[config.mk]
export PLATFORM = sky130hd
export DESIGN_NAME = demux1to16_capture
export DESIGN_NICKNAME = d
export VERILOG_FILES = /design/src/rtl/demux1to16_capture.sv
export SDC_FILE = /design/constraint.sdc
export NUM_CORES = 1
export LEC_CHECK = 0
export ABC_AREA = 1
export BUFFER_PORTS_ARGS = -buffer_cell sky130_fd_sc_hd__buf_2
export CAP_MARGIN = 20
export CELL_PAD_IN_SITES_DETAIL_PLACEMENT = 1
export CELL_PAD_IN_SITES_GLOBAL_PLACEMENT = 1
export CORE_ASPECT_RATIO = 0.5
export CORE_UTILIZATION = 41
export DETAILED_ROUTE_END_ITERATION = 8
export PLACE_DENSITY_LB_ADDON = 0.1
export SYNTH_ARGS = -nofsm -noshare
export SYNTH_HDL_FRONTEND = slang
export SYNTH_SLANG_ARGS = --single-unit
[constraint.sdc]
create_clock -name clk -period 1.91 [get_ports clk]
set_clock_uncertainty 0.2 [all_clocks]
set_input_delay 0.0955 -clock clk [delete_from_list [all_inputs] [get_ports clk]]
set_output_delay 0.0955 -clock clk [all_outputs]
set_load 0.1 [all_outputs]
[src/rtl/demux1to16_capture.sv]
// rtl/demux1to16_capture.sv - serial bit stream to 16-bit word assembler with valid/ready handshakes
//
// Purpose: accepts one serial bit per in_valid/in_ready handshake and places it
// into a 16-bit assembly register at the position given by sel. On the 16th
// accepted bit, the completed word is copied to out and presented with
// out_valid. The word is held until out_ready is seen. No new bits are taken
// while the word is held.
//
// Ports:
//   clk       - rising-edge clock
//   rst       - asynchronous active-high reset
//   in        - serial data bit
//   in_valid  - in carries a bit this cycle
//   in_ready  - block can accept a bit this cycle (low while a word is held)
//   clr       - synchronous abort of the partial or held word (out keeps its value)
//   sel       - index of the next bit to be accepted
//   out       - assembled word (changes only on completion, clr never touches it)
//   out_valid - out holds a complete word not yet taken
//   out_ready - consumer takes out this cycle
//   MSB_FIRST - 0: accepted bit k lands in out[k]; 1: lands in out[15-k]

module demux1to16_capture #(
  parameter bit MSB_FIRST = 1'b0
) (
  input  logic        clk,
  input  logic        rst,
  input  logic        in,
  input  logic        in_valid,
  output logic        in_ready,
  input  logic        clr,
  output logic [3:0]  sel,
  output logic [15:0] out,
  output logic        out_valid,
  input  logic        out_ready
);

  typedef enum logic [1:0] {
    IDLE    = 2'd0,
    COLLECT = 2'd1,
    FULL    = 2'd2
  } state_e;

  state_e      state_q, state_d;
  logic [3:0]  sel_q, sel_d;
  logic [15:0] asm_q, asm_d;
  logic [15:0] out_q, out_d;
  logic        out_valid_q, out_valid_d;

  logic        accept;
  logic        last_bit;
  logic [3:0]  wr_idx;
  logic [15:0] asm_word;

  // State register
  always_ff @(posedge clk or posedge rst) begin
    if (rst) begin
      state_q <= IDLE;
    end else begin
      state_q <= state_d;
    end
  end

  // Next-state logic
  always_comb begin
    state_d = state_q;
    if (clr) begin
      state_d = IDLE;
    end else begin
      case (state_q)
        IDLE: begin
          if (accept) begin
            state_d = COLLECT;
          end
        end
        COLLECT: begin
          if (accept && last_bit) begin
            state_d = FULL;
          end
        end
        FULL: begin
          if (out_ready) begin
            state_d = IDLE;
          end
        end
        default: state_d = IDLE;
      endcase
    end
  end

  // FSM outputs
  always_comb begin
    in_ready = (state_q != FULL);
  end

  assign accept   = in_valid && in_ready;
  assign last_bit = (sel_q == 4'd15);
  assign wr_idx   = MSB_FIRST ? (4'd15 - sel_q) : sel_q;

  // Assembly register with the incoming bit merged in, used both for the
  // partial update and for the completed word on the 16th accept.
  always_comb begin
    asm_word         = asm_q;
    asm_word[wr_idx] = in;
  end

  // Datapath next values
  always_comb begin
    sel_d       = sel_q;
    asm_d       = asm_q;
    out_d       = out_q;
    out_valid_d = out_valid_q;
    if (clr) begin
      sel_d       = 4'd0;
      asm_d       = 16'h0000;
      out_valid_d = 1'b0;
    end else begin
      if (accept) begin
        // sel wraps 15 -> 0 naturally in 4 bits
        sel_d = sel_q + 4'd1;
        if (last_bit) begin
          out_d       = asm_word;
          out_valid_d = 1'b1;
          asm_d       = 16'h0000;
        end else begin
          asm_d = asm_word;
        end
      end
      if ((state_q == FULL) && out_ready) begin
        out_valid_d = 1'b0;
      end
    end
  end

  always_ff @(posedge clk or posedge rst) begin
    if (rst) begin
      sel_q       <= 4'd0;
      asm_q       <= 16'h0000;
      out_q       <= 16'h0000;
      out_valid_q <= 1'b0;
    end else begin
      sel_q       <= sel_d;
      asm_q       <= asm_d;
      out_q       <= out_d;
      out_valid_q <= out_valid_d;
    end
  end

  assign sel       = sel_q;
  assign out       = out_q;
  assign out_valid = out_valid_q;

endmodule
==> insert_results.sql <==
INSERT INTO impl_metrics (metric_group, metric, value, unit) VALUES
('run_status', 'outcome', 'finished clean', ''),
('timing', 'tightest_slew', '0.504', 'ns'),
('critical_path', 'critical_path_peak_fanout', '7', ''),
('power_and_ir_drop', 'p_total', '1.86', 'mW'),
('critical_path', 'rr_worst_depth', '6', ''),
('final_layout', 'antennaDiodeCount', '0', ''),
('synth', 'mappedNetlistArea', '2020', 'um2'),
('critical_path', 'reg2reg_to', 'out[12]$_DFFE_PP0P_', ''),
('critical_path', 'cpLargestDelayFamily', 'flip-flops', ''),
('route', 'dr.pass1.iters', '4', ''),
('synth', 'synthesis.yosys.warnings', '0', ''),
('timing', 'period_minus_slack', '1.84', 'ns'),
('final_layout', 'finish.net_count', '312', ''),
('timing', 'max_freq', '0.543', 'GHz'),
('global_route', 'grt_antenna_before_repair', '0', ''),
('synth', 'synth_seq_cells', '39', ''),
('critical_path', 'worst_reg_to_reg_setup_slack', '0.07', 'ns'),
('route', 'antenna_violating_nets_post_route', '0', ''),
('cts', 'clockBufferDepth', '2', ''),
('place', 'cell_area_placed', '2250', 'um2'),
('floorplanning', 'die_w', '101', 'um'),
('critical_path', 'cell_with_the_largest_stage_delay_on_the_worst_path', 'sky130_fd_sc_hd__dfrtp_4', ''),
('synth', 'synth_edf_count', '0', ''),
('timing', 'timing.final.hold_violations', '0', ''),
('route', 'drt-initial-drc-count', '79', ''),
('cts', 'cts_buffers', '5', ''),
('critical_path', 'cp.required', '1.95', 'ns'),
('place', 'port_buffers', '27', ''),
('critical_path', 'cp_slowest_stage_delay', '0.51', 'ns'),
('cts', 'cts_post_setup_buffers_inserted', '0', ''),
('cts', 'tritoncts_clock_tree', 'done', ''),
('place', 'place_hpwl', '3610', 'um'),
('route', 'routed_wirelength', '5270', 'um'),
('cts', 'clk_pin_slew_worst_paths', '0.08', 'ns'),
('global_route', 'groute.usage.overall', '23.4', '%'),
('critical_path', 'worst_setup_path_end_kind', 'flip-flop', ''),
('synth', 'synth_async_sr_flop_share', '100', '%'),
('synth', 'netlist_top_cells_area', 'sky130_fd_sc_hd__dfrtp_1, sky130_fd_sc_hd__nand2_1, sky130_fd_sc_hd__nand3_1', ''),
('global_route', 'grt_pass1_wl', '9140', 'um'),
('floorplanning', 'die_area', '5240', 'um2'),
('floorplanning', 'initial_core_util', '44.2', '%'),
('floorplanning', 'num_rows', '17', ''),
('route', 'num_vias', '1815', ''),
('final_layout', 'final_layout_size_suffix_gt1_share', '18.9', '%'),
('cts', 'worstSkewPairLatency', '0.29', 'ns'),
('critical_path', 'r2r_start', 'sel[0]$_DFFE_PP0P_', ''),
('hold_path', 'hp-class', 'in -> async', ''),
('timing', 'unrepaired_setup_endpoints_after_global_routing', 'no', ''),
('timing', 'finalWorstSetupSlack', '0.0694', 'ns'),
('final_layout', 'area.growth.synth_to_final', '20.9', '%'),
('synth', 'syn-mean-instance-area', '7.72', 'um2'),
('place', 'gp_routability_congestion', '0.860', ''),
('timing', 'setup_viol', '0', ''),
('synth', 'synth_area_leader_cell', 'sky130_fd_sc_hd__dfrtp_1', ''),
('synth', 'synth_sequential_area_ratio', '48.2', '%'),
('synth', 'synth.lib_cells_used.distinct', '19', ''),
('critical_path', 'timing.critical_path.arrival', '1.88', 'ns'),
('critical_path', 'critPathBufInv', '1', ''),
('run', 'cap_violations', '0', ''),
('timing', 'final_min_period_over_clock_period', '96.4', '%'),
('critical_path', 'critPathLaunch', 'sel[0]$_DFFE_PP0P_', ''),
('power_and_ir_drop', 'power-per-cell-area', '761', 'nW/um2'),
('floorplanning', 'io_pins', '28', ''),
('cts', 'clk_root_buffer_cell', 'sky130_fd_sc_hd__clkbuf_8', ''),
('cts', 'clock-sinks', '39', ''),
('timing', 'max_slew_margin', '66.6', '%'),
('route', 'remaining_drc_errors', '0', ''),
('cts', 'htreeDepth', '2', ''),
('critical_path', 'critical-path-top-cell-by-count', 'sky130_fd_sc_hd__nand2_1', ''),
('synth', 'netlist.area_leader.share', '48.2', '%'),
('power_and_ir_drop', 'p_leak', '1.37', 'nW');
## power breakdown
part           internal, mW  switching [mW]
combinational        0.0514           0.131
clock                 0.521           0.307
sequential            0.838          0.0140
## state kept, by name, summed over array words and instances, names as in the netlist
signal	cells
asm_q	16
sel	4
out	16
out_valid	1
state_q	2
## final cells by class
| cell class | count | area [um2] |
|---|---|---|
| multi-input combinational | 203 | 946 |
| sequential | 39 | 986 |
| timing repair buffer | 39 | 250 |
| fill | 578 | 2130 |
| clock inverter | 3 | 67.6 |
| tap | 66 | 82.6 |
| inverter | 12 | 45.0 |
| clock buffer | 5 | 68.8 |
## metrics by stage
step	util (%)	cells	hold WS (ns)
after floorplan	-	262	0.0498
after global placement	49.3	354	-0.192
after detailed placement	49.3	354	-0.183
after CTS	53.4	367	0.0481
after global routing	53.5	367	0.0764
final	53.5	367	0.0476
## worst max-delay path by stage
stage,depth (start not counted),endpoint
after floorplan,7,out[0]$_DFFE_PP0P_
after global placement,6,out[14]$_DFFE_PP0P_
after detailed placement,6,out[12]$_DFFE_PP0P_
after CTS,6,out[12]$_DFFE_PP0P_
after global routing,5,out[6]$_DFFE_PP0P_
final,6,out[12]$_DFFE_PP0P_
## worst register-to-register path, cell delays in order (launching register included)
cell and delay (ns):
sky130_fd_sc_hd__dfrtp_4 0.51, sky130_fd_sc_hd__inv_1 0.18, sky130_fd_sc_hd__ha_1 0.37, sky130_fd_sc_hd__nand3_1 0.15, sky130_fd_sc_hd__o21ai_0 0.23, sky130_fd_sc_hd__nand2_1 0.08
sky130_fd_sc_hd__nand2_1 0.08
## cell families after synthesis
kind of cell / Yosys count / share of synthesized area [%]
XOR/XNOR: 1 / 0.433
buffers and inverters: 20 / 5.26
AND/OR/NAND/NOR: 185 / 39.6
AO/OA/AOI/OAI: 11 / 2.72
adder cells (fa/ha/maj): 6 / 3.71
flip-flops: 39 / 48.2
## placed cells by master, fill, tap and decap left out, types with 3 or more instances in the layout
cell type	instances
sky130_fd_sc_hd__buf_2	27
sky130_fd_sc_hd__buf_4	6
sky130_fd_sc_hd__clkbuf_8	5
sky130_fd_sc_hd__dfrtp_1	35
sky130_fd_sc_hd__dlygate4sd3_1	5
sky130_fd_sc_hd__ha_1	6
sky130_fd_sc_hd__inv_1	10
sky130_fd_sc_hd__nand2_1	135
sky130_fd_sc_hd__nand2_4	3
sky130_fd_sc_hd__nand3_1	28
sky130_fd_sc_hd__nor2_1	12
sky130_fd_sc_hd__nor2_4	3
sky130_fd_sc_hd__o21ai_0	8
## layer usage
metal  GRT usage [%]  share of wire [%]
met2            39.3                 45
met5               0                  0
met4            3.62               0.40
met3            4.84                4.1
met1            31.9                 51
## what timing repair did
action,CTS,global route
setup endpoints to repair,0,11
hold endpoints to repair,30,0
resized for setup,0,2
hold buffers,5,0
No activity file was read; power rests on OpenSTA's default activity.
